**src/rtl/mul_div_unit_pkg.sv**
```systemverilog
// Shared types for the execute-stage functional units: the functional-unit
// selector, the RV32M multiply/divide opcode, the mul/div FSM states and
// small opcode-classification helpers.
package mul_div_unit_pkg;

    // Functional units reachable from the execute stage.
    typedef enum logic [1:0] {
        FU_ALU    = 2'd0,
        FU_MULDIV = 2'd1,
        FU_LSU    = 2'd2,
        FU_BRANCH = 2'd3
    } fu_t;

    // RV32M operations, encoded in funct3 order.
    typedef enum logic [2:0] {
        MUL    = 3'd0,
        MULH   = 3'd1,
        MULHSU = 3'd2,
        MULHU  = 3'd3,
        DIV    = 3'd4,
        DIVU   = 3'd5,
        REM    = 3'd6,
        REMU   = 3'd7
    } muldiv_op_t;

    // Iterative unit states; exported on the debug port.
    typedef enum logic [1:0] {
        IDLE = 2'd0,
        ITER = 2'd1,
        FIX  = 2'd2,
        DONE = 2'd3
    } muldiv_state_t;

    // Acceptance cycle to first cycle with a valid result.
    localparam int MULDIV_LATENCY = 34;

    // rs1 is interpreted as a signed value.
    function automatic logic op_signed_a(input muldiv_op_t op);
        return op inside {MUL, MULH, MULHSU, DIV, REM};
    endfunction

    // rs2 is interpreted as a signed value.
    function automatic logic op_signed_b(input muldiv_op_t op);
        return op inside {MUL, MULH, DIV, REM};
    endfunction

    // Divide-class operation (quotient or remainder).
    function automatic logic op_is_div(input muldiv_op_t op);
        return op inside {DIV, DIVU, REM, REMU};
    endfunction

    // Remainder-producing operation.
    function automatic logic op_is_rem(input muldiv_op_t op);
        return op inside {REM, REMU};
    endfunction

endpackage

```
**src/rtl/mul_div_unit.sv**
```systemverilog
// Iterative RV32M multiply/divide unit. One 33-bit add/sub datapath is
// shared by shift-add multiplication and restoring division, sequenced
// over XLEN iterations, followed by a sign-fixup cycle.
//
// Handshake: a request is taken on a rising edge where reqValid && reqReady
// (and no flush); a response is taken on a rising edge where
// respValid && respReady. reqReady depends on state only; respValid,
// respRd and respVal are registered and held until the response is taken.
module mul_div_unit
    import mul_div_unit_pkg::*;
#(
    parameter int XLEN = 32
) (
    input  logic            clk,
    input  logic            rst,
    input  logic            reqValid,
    output logic            reqReady,
    input  muldiv_op_t      reqOp,
    input  logic [XLEN-1:0] reqS1,
    input  logic [XLEN-1:0] reqS2,
    input  logic [4:0]      reqRd,
    input  logic            flush,
    output logic            respValid,
    input  logic            respReady,
    output logic [4:0]      respRd,
    output logic [XLEN-1:0] respVal,
    output logic            busy,
    output muldiv_state_t   dbgState
);

    localparam logic [5:0]        CNT_LAST = 6'(XLEN - 1);
    localparam logic [XLEN-1:0]   INT_MIN  = {1'b1, {(XLEN-1){1'b0}}};
    localparam logic [2*XLEN-1:0] ONE_W    = {{(2*XLEN-1){1'b0}}, 1'b1};

    muldiv_state_t     r_state;
    muldiv_state_t     w_next_state;
    muldiv_op_t        r_op;
    logic [4:0]        r_rd;
    logic              r_neg_a;
    logic              r_neg_b;
    logic [5:0]        r_cnt;
    logic [2*XLEN-1:0] r_acc;
    logic [XLEN-1:0]   r_opnd;
    logic              r_resp_valid;
    logic [4:0]        r_resp_rd;
    logic [XLEN-1:0]   r_resp_val;

    logic              w_accept;
    logic              w_req_div;
    logic              w_req_rem;
    logic              w_div0;
    logic              w_ovf;
    logic              w_special;
    logic [XLEN-1:0]   w_special_val;
    logic              w_neg_a;
    logic              w_neg_b;
    logic [XLEN-1:0]   w_abs_a;
    logic [XLEN-1:0]   w_abs_b;

    logic              w_is_div;
    logic [XLEN:0]     w_add_a;
    logic [XLEN:0]     w_add_b;
    logic [XLEN+1:0]   w_sum;
    logic [2*XLEN-1:0] w_acc_next;

    logic [2*XLEN-1:0] w_fix_in;
    logic [2*XLEN-1:0] w_fix_neg;
    logic [2*XLEN-1:0] w_fix_val;
    logic              w_fix_negate;
    logic [XLEN-1:0]   w_result;

    assign reqReady  = (r_state == IDLE);
    assign busy      = (r_state != IDLE);
    assign dbgState  = r_state;
    assign respValid = r_resp_valid;
    assign respRd    = r_resp_rd;
    assign respVal   = r_resp_val;

    // Request decode: sign flags, operand magnitudes and the two divide
    // cases that are answered immediately without iterating.
    always_comb begin
        w_req_div     = op_is_div(reqOp);
        w_req_rem     = op_is_rem(reqOp);
        w_neg_a       = op_signed_a(reqOp) && reqS1[XLEN-1];
        w_neg_b       = op_signed_b(reqOp) && reqS2[XLEN-1];
        w_abs_a       = w_neg_a ? -reqS1 : reqS1;
        w_abs_b       = w_neg_b ? -reqS2 : reqS2;
        w_div0        = w_req_div && (reqS2 == '0);
        w_ovf         = (reqOp == DIV || reqOp == REM) &&
                        (reqS1 == INT_MIN) && (reqS2 == '1);
        w_special     = w_div0 || w_ovf;
        w_special_val = '0;
        if (w_div0)
            w_special_val = w_req_rem ? reqS1 : '1;
        else if (w_ovf)
            w_special_val = w_req_rem ? '0 : INT_MIN;
    end

    // Shared iteration datapath. Multiply: acc = {hi, multiplier}, add the
    // multiplicand into hi when the LSB is set, then shift right with the
    // carry. Divide: acc = {rem, dividend}, shift left and trial-subtract;
    // carry-out of rem + ~divisor + 1 means the result is non-negative.
    always_comb begin
        w_is_div = op_is_div(r_op);
        w_add_a  = w_is_div ? r_acc[2*XLEN-1:XLEN-1] : {1'b0, r_acc[2*XLEN-1:XLEN]};
        w_add_b  = w_is_div ? ~{1'b0, r_opnd} : {1'b0, r_opnd};
        w_sum    = {1'b0, w_add_a} + {1'b0, w_add_b} + {{(XLEN+1){1'b0}}, w_is_div};
        if (w_is_div) begin
            if (w_sum[XLEN+1])
                w_acc_next = {w_sum[XLEN-1:0], r_acc[XLEN-2:0], 1'b1};
            else
                w_acc_next = {r_acc[2*XLEN-2:0], 1'b0};
        end else begin
            if (r_acc[0])
                w_acc_next = {w_sum[XLEN:0], r_acc[XLEN-1:1]};
            else
                w_acc_next = {1'b0, r_acc[2*XLEN-1:1]};
        end
    end

    // Sign fixup and result selection, through one 2*XLEN negation stage.
    always_comb begin
        w_fix_in     = r_acc;
        w_fix_negate = r_neg_a ^ r_neg_b;
        if (op_is_rem(r_op)) begin
            w_fix_in     = {{XLEN{1'b0}}, r_acc[2*XLEN-1:XLEN]};
            w_fix_negate = r_neg_a;
        end else if (op_is_div(r_op)) begin
            w_fix_in     = {{XLEN{1'b0}}, r_acc[XLEN-1:0]};
        end
        w_fix_neg = ~w_fix_in + ONE_W;
        w_fix_val = w_fix_negate ? w_fix_neg : w_fix_in;
        case (r_op)
            MULH, MULHSU, MULHU: w_result = w_fix_val[2*XLEN-1:XLEN];
            default:             w_result = w_fix_val[XLEN-1:0];
        endcase
    end

    // Next-state logic; flush overrides every transition and blocks acceptance.
    always_comb begin
        w_next_state = r_state;
        w_accept     = 1'b0;
        case (r_state)
            IDLE: begin
                if (reqValid) begin
                    w_accept     = 1'b1;
                    w_next_state = w_special ? DONE : ITER;
                end
            end
            ITER:    if (r_cnt == CNT_LAST) w_next_state = FIX;
            FIX:     w_next_state = DONE;
            DONE:    if (respReady) w_next_state = IDLE;
            default: w_next_state = IDLE;
        endcase
        if (flush) begin
            w_next_state = IDLE;
            w_accept     = 1'b0;
        end
    end

    // State register.
    always_ff @(posedge clk) begin
        if (!rst)
            r_state <= IDLE;
        else
            r_state <= w_next_state;
    end

    // Operand latching, iteration, and registered response.
    always_ff @(posedge clk) begin
        if (!rst) begin
            r_cnt        <= '0;
            r_resp_valid <= 1'b0;
            r_resp_rd    <= '0;
            r_resp_val   <= '0;
        end else if (flush) begin
            r_cnt        <= '0;
            r_resp_valid <= 1'b0;
        end else begin
            case (r_state)
                IDLE: begin
                    if (w_accept) begin
                        r_op    <= reqOp;
                        r_rd    <= reqRd;
                        r_neg_a <= w_neg_a;
                        r_neg_b <= w_neg_b;
                        r_cnt   <= '0;
                        r_opnd  <= w_abs_b;
                        r_acc   <= {{XLEN{1'b0}}, w_abs_a};
                        if (w_special) begin
                            r_resp_valid <= 1'b1;
                            r_resp_rd    <= reqRd;
                            r_resp_val   <= w_special_val;
                        end
                    end
                end
                ITER: begin
                    r_acc <= w_acc_next;
                    r_cnt <= r_cnt + 6'd1;
                end
                FIX: begin
                    r_resp_valid <= 1'b1;
                    r_resp_rd    <= r_rd;
                    r_resp_val   <= w_result;
                end
                DONE: begin
                    if (respReady)
                        r_resp_valid <= 1'b0;
                end
                default: ;
            endcase
        end
    end

endmodule
```
**config.mk**
```make
export PLATFORM = sky130hd
export DESIGN_NAME = mul_div_unit
export DESIGN_NICKNAME = d
export VERILOG_FILES = /design/src/rtl/mul_div_unit_pkg.sv /design/src/rtl/mul_div_unit.sv
export SDC_FILE = /design/constraint.sdc
export NUM_CORES = 1
export LEC_CHECK = 0
export CORE_MARGIN = 2
export CORE_UTILIZATION = 30
export DETAILED_ROUTE_END_ITERATION = 12
export HOLD_SLACK_MARGIN = 0.02
export PLACE_DENSITY = 0.6
export SLEW_MARGIN = 20
export SYNTH_ARGS = -nofsm -noshare
export SYNTH_HDL_FRONTEND = slang
export SYNTH_SLANG_ARGS = --single-unit
```
**constraint.sdc**
```tcl
create_clock -name clk -period 6 [get_ports clk]
set_clock_uncertainty 0.1 [all_clocks]
set_input_delay 0.6 -clock clk [delete_from_list [all_inputs] [get_ports clk]]
set_output_delay 0.6 -clock clk [all_outputs]
set_load 0.01 [all_outputs]
```
# Word level (Yosys, flattened, before mapping)
# Cells that the tools add are included.
[word_totals]
regBits = 152
out_inout_bits = 42
inputBits = 77
word_cells = 112
[classes]
muxes = 38
n_bitwise = 5
n_addsub = 6
reduce_logical = 28
n_eq_ne = 24
[op_table]
columns = ["op", "n"]
rows = [
  ["two-way mux 64 bit", 7],
  ["two-way mux 32 bit", 9],
  ["one-hot mux 64 bit (2 select lines)", 1],
  ["two-way mux 33 bit", 2],
  ["adder 64 x 1 -> 64 bit (second input constant)", 1],
  ["equality test 32 bit (second input constant)", 2],
  ["negation 32 bit", 2],
  ["inverter 64 bit", 1],
  ["one-hot mux 32 bit (2 select lines)", 1],
  ["adder 33 x 33 -> 34 bit", 1],
  ["adder 34 x 1 -> 34 bit", 1],
  ["inverter 32 -> 33 bit", 1],
  ["zero test 32 bit", 1],
  ["equality test 3 bit (second input constant)", 8],
  ["AND reduction 4 bit", 4],
  ["one-hot mux 6 bit (2 select lines)", 1],
  ["nonzero test 4 bit", 3],
  ["two-way mux 5 bit", 2],
  ["one-hot mux 5 bit (2 select lines)", 1],
  ["nonzero test 2 bit", 5],
  ["equality test 3 x 2 -> 1 bit (second input constant)", 3],
  ["two-way mux 2 bit", 4],
  ["one-hot mux 2 bit (4 select lines)", 1],
  ["two-way mux 1 bit", 7],
  ["other kinds (21)", 32],
]

# Longest topological paths before layout
[depth]
depth_word = 9
mapped_depth = 22
depth_no_buf = 13

# Worst setup path before layout
# Ideal clock, no wire load.
[synth_path]
kind = "register -> register"
startpoint = "register r_op[2]"
endpoint = "register r_acc[42] (data pin)"
synth_period_minus_slack_ps = 5571
required_time_ps = 5720
path_slack_ps = 429
path_buffers = 10
arrival_time_ps = 5291
path_stages_with_launch = 22
setup_ps = 180
cell_sequence = "edfxtp_1 buf_2 buf_2 buf_2 clkbuf_1 clkbuf_1 clkbuf_1 clkbuf_1 clkbuf_1 xor2_1 ha_1 and4_1 and3_1 a221o_1 a21oi_1 o31a_1 o21ai_0 a41o_1 buf_4 buf_2 mux2i_1 a221oi_1"
[synth_via]
elab_chain_cells = 8
elab_cells_between_ends = 13
classes_between = "add/sub: 2; eq/ne: 4; mux: 6; reduce/logical: 1"
[synth_rtl]
columns = ["item", "line", "text"]
rows = [
  ["from (decl)", "mul_div_unit.sv:37", "muldiv_op_t r_op;"],
  ["from (signal assigned)", "mul_div_unit.sv:183", "r_op <= reqOp;"],
  ["equality test 3 bit", "mul_div_unit_pkg.sv:49", "return op inside {DIV, DIVU, REM, REMU};"],
  ["nonzero test 4 bit *", "mul_div_unit_pkg.sv:49", ""],
  ["two-way mux 33 bit, on equally long branches", "mul_div_unit.sv:105, mul_div_unit.sv:106", ""],
  ["adder 33 x 33 -> 34 bit", "mul_div_unit.sv:107", "w_sum = {1'b0, w_add_a} + {1'b0, w_add_b} + {{(XLEN+1){1'b0}}, w_is_div};"],
  ["adder 34 x 1 -> 34 bit", "mul_div_unit.sv:107", ""],
  ["two-way mux 64 bit, on equally long branches", "mul_div_unit.sv:114, mul_div_unit.sv:109", ""],
  ["two-way mux 64 bit *", "mul_div_unit.sv:108", "if (w_is_div) begin"],
  ["one-hot mux 64 bit (2 select lines) *", "mul_div_unit.sv:180", "case (r_state)"],
  ["to (signal assigned)", "mul_div_unit.sv:189", "r_acc <= {{XLEN{1'b0}}, w_abs_a};"],
  ["to (signal assigned)", "mul_div_unit.sv:198", "r_acc <= w_acc_next;"],
  ["to (decl)", "mul_div_unit.sv:42", "logic [2*XLEN-1:0] r_acc;"],
]
# Every way passes the cells marked *; elsewhere a longest branch is shown, timed or not.
# A chain may end at the register's enable or synchronous reset.

# Worst setup path in the final report
[layout_path]
startpoint = "register r_op[2]"
endpoint = "register r_acc[33] (data pin)"
# The elaborated chain is that of the path after synthesis.

==> flow_summary.toml <==
[worst_hold_path]
hold_start = "r_cnt[5]"
hold_path.class = "flop to flop"

[drt]
first_pass_iters = 6
ant_nets = 0
totalWireLength_mm = 46.0
drc = 0
wl_per_cell_um = 19.9
via_per_inst = 5.73
vias = 13200
drt_iter0_markers = 1086

[synthesis]
synth_edf_count = 106
synth_area_per_cell_um2 = 8.29
synth.cell_area_mm2 = 0.0138
synth_warnings = 0
synth.distinct_cells = 85
async_flop_share_pct = 0
seq_area_frac_synth_pct = 29.8
syn_inst = 1661
synth-seq-cells = 152
synth_flop_cell = "edfxtp_1"
synthesis.nets = 1779

[sta]
fmax_mhz = 201
worst_slack_ns = 1.03
timing.setup.tns_ns = 0
rsz0062_at_grt = "no"
setup_viol = 0
max_slew_margin_pct = 38.7
post-route-period-util_pct = 82.9
period_needed_ns = 4.97
worst_slew_pin_slew_ns = 0.917
hold_viol = 0
slew_violations = 0

[global_routing]
antenna_found_initial = 0
grt_usage_pct = 19.2
grt_pass1_vias = 13100
grt_pass1_wl_mm = 72.5
grt.overflow.total = 0
grt_max_degree = 131

[floorplanning]
fp.dieH_um = 218
rows = 78
start_util_pct = 30.4
dieArea_mm2 = 0.0476
die_w_um = 218
ios = 119
core_area_mm2 = 0.0454

[final_layout]
ff_latch_area_mm2 = 0.00410
layout.nets = 1814
n_antenna_cell = 0
syn_to_final_growth_pct = 16.7
mostFrequentLayoutCells = "184 x a21oi_1, 152 x nor2_1, 131 x o21ai_0"
fill_cells = 4666
drive_gt1_share_pct = 7.14
final_common_cell = "a21oi_1"
multi_input_area_mm2 = 0.00904

[cts]
cts_setup_buffers = 0
clock_sinks = 152
clkTransAtPathRegs_ns = 0.07
cts-buffers-inserted = 17
worstSkewPairLatency_ns = 0.44
cts_htree_levels = 4
clockBufferDepth = 2
tritoncts = "built"
post_cts_resized = 0
root_buffer = "clkbuf_16"
hold_buffers = 0

[worst_setup_path]
rr_startpoint = "r_op[2]"
endpoint_kind = "flop"
crit_fanout = 41
crit_buf_inv = 2
critPathKind = "flop to flop"
cp.arrival_ns = 5.10
slowest_stage = "edfxtp_1"
critPathTopFamily = "compound AO/OA/AOI/OAI gates"
path_cells = "buf_12, mux2_2, ha_1, and4_1, and3_1, a221o_1, a21oi_1, o31a_1, o21ai_0, a41o_2, buf_4, mux2i_1, a221oi_1"
start_kind = "flop"
critPathMaxStageDelay_ns = 0.68
reg2reg_setup_slack_ns = 1.03
timing.critical_path.from = "r_op[2]"
required_ns = 6.12

[outcome]
status = "finished, final reports clean"

[placement]
place_congestion = 0.938
io_buffer_count = 118
place_ws_ns = 1.08
post-dp-hpwl_mm = 34.2

[power_and_ir_drop]
leakagePower_nw = 5.90
irDropWorstVdd_mv = 0.190
powerDensity_mw_per_mm2 = 186

[run]
max_cap_violations = 0
## synthesized netlist by cell type (16+ instances only)
| master | n | area [µm²] |
|---|---|---|
| buf_2 | 21 | 105 |
| clkbuf_1 | 95 | 357 |
| inv_1 | 30 | 113 |
| a211oi_1 | 34 | 255 |
| a31oi_1 | 19 | 119 |
| nor2_1 | 154 | 578 |
| mux2_2 | 34 | 383 |
| nor3_1 | 31 | 155 |
| dfxtp_1 | 46 | 921 |
| o21ai_0 | 131 | 656 |
| nand2_1 | 112 | 420 |
| a21o_1 | 19 | 143 |
| mux2i_1 | 95 | 951 |
| or3_1 | 16 | 100 |
| xor2_1 | 87 | 762 |
| nand3_1 | 20 | 100 |
| ha_1 | 40 | 500 |
| edfxtp_1 | 106 | 3180 |
| xnor2_1 | 82 | 718 |
| o31ai_1 | 22 | 165 |
| a21oi_1 | 184 | 921 |
| nand4_1 | 24 | 150 |
| nor4_1 | 23 | 144 |
| a221oi_1 | 26 | 228 |
## cell families (layout without fill, tap and decap cells)
logic type / after synthesis / count (layout) / share of synthesized area, %
flip-flops: 152 / 152 / 29.8
adder cells (fa/ha/maj): 41 / 41 / 3.78
AND/OR/NAND/NOR: 472 / 472 / 17.0
multiplexers: 129 / 129 / 9.68
XOR/XNOR: 169 / 169 / 10.7
buffers and inverters: 166 / 214 / 4.91
AO/OA/AOI/OAI: 532 / 532 / 24.1
## final cells by class
cell class / instances / share of cell area, %
clock buffer: 22 / 3.17
sequential: 152 / 25.5
multi-input combinational: 1343 / 56.2
timing repair buffer: 150 / 9.16
tap: 600 / 4.67
inverter: 32 / 0.748
clock inverter: 10 / 0.459
## state kept, by name, indices dropped and copies added (netlist names)
register,cells
respValid,1
r_acc,64
r_neg_b,1
r_rd,5
r_op,3
respRd,5
r_neg_a,1
respVal,32
dbgState,2
r_cnt,6
r_opnd,32
## through the flow
stage	instances	util (%)	power, W	hold WS (ns)	instance area (µm²)
after floorplan	1661	-	0.00170	0.355	13800
after global placement	2277	34.1	0.00191	0.372	15500
after detailed placement	2277	34.1	0.00193	0.387	15500
after CTS	2309	35.4	0.00301	0.403	16100
after global routing	2309	35.4	0.00314	0.420	16100
final	2309	35.4	0.00300	0.395	16100
## power by group
group / switching (W) / internal [W] / leakage, nW
Clock: 0.000472 / 0.000612 / 0.296
Sequential: 0.0000407 / 0.00116 / 1.35
Combinational: 0.000413 / 0.000293 / 4.26
Total: 0.000926 / 0.00207 / 5.90
## worst paths after layout
kind,end,cells past startpoint
max reg2reg,r_acc[33],13
max,r_acc[33],13
min,r_cnt[5],2
min reg2reg,r_cnt[5],2
## tightest hold or removal path, cell delays in order (launching register included)
cell	delay [ns]
dfxtp_1	0.32
o21ai_0	0.07
a21oi_1	0.06
## layer usage
metal	vias up	GRT usage, %	share of wire [%]
met4	0	10.8	5.4
met3	120	2.60	4.7
met5	-	0	0
li1	6247	-	-
met1	6428	23.5	41
met2	442	32.5	49
(Power assumes the default switching activity.)
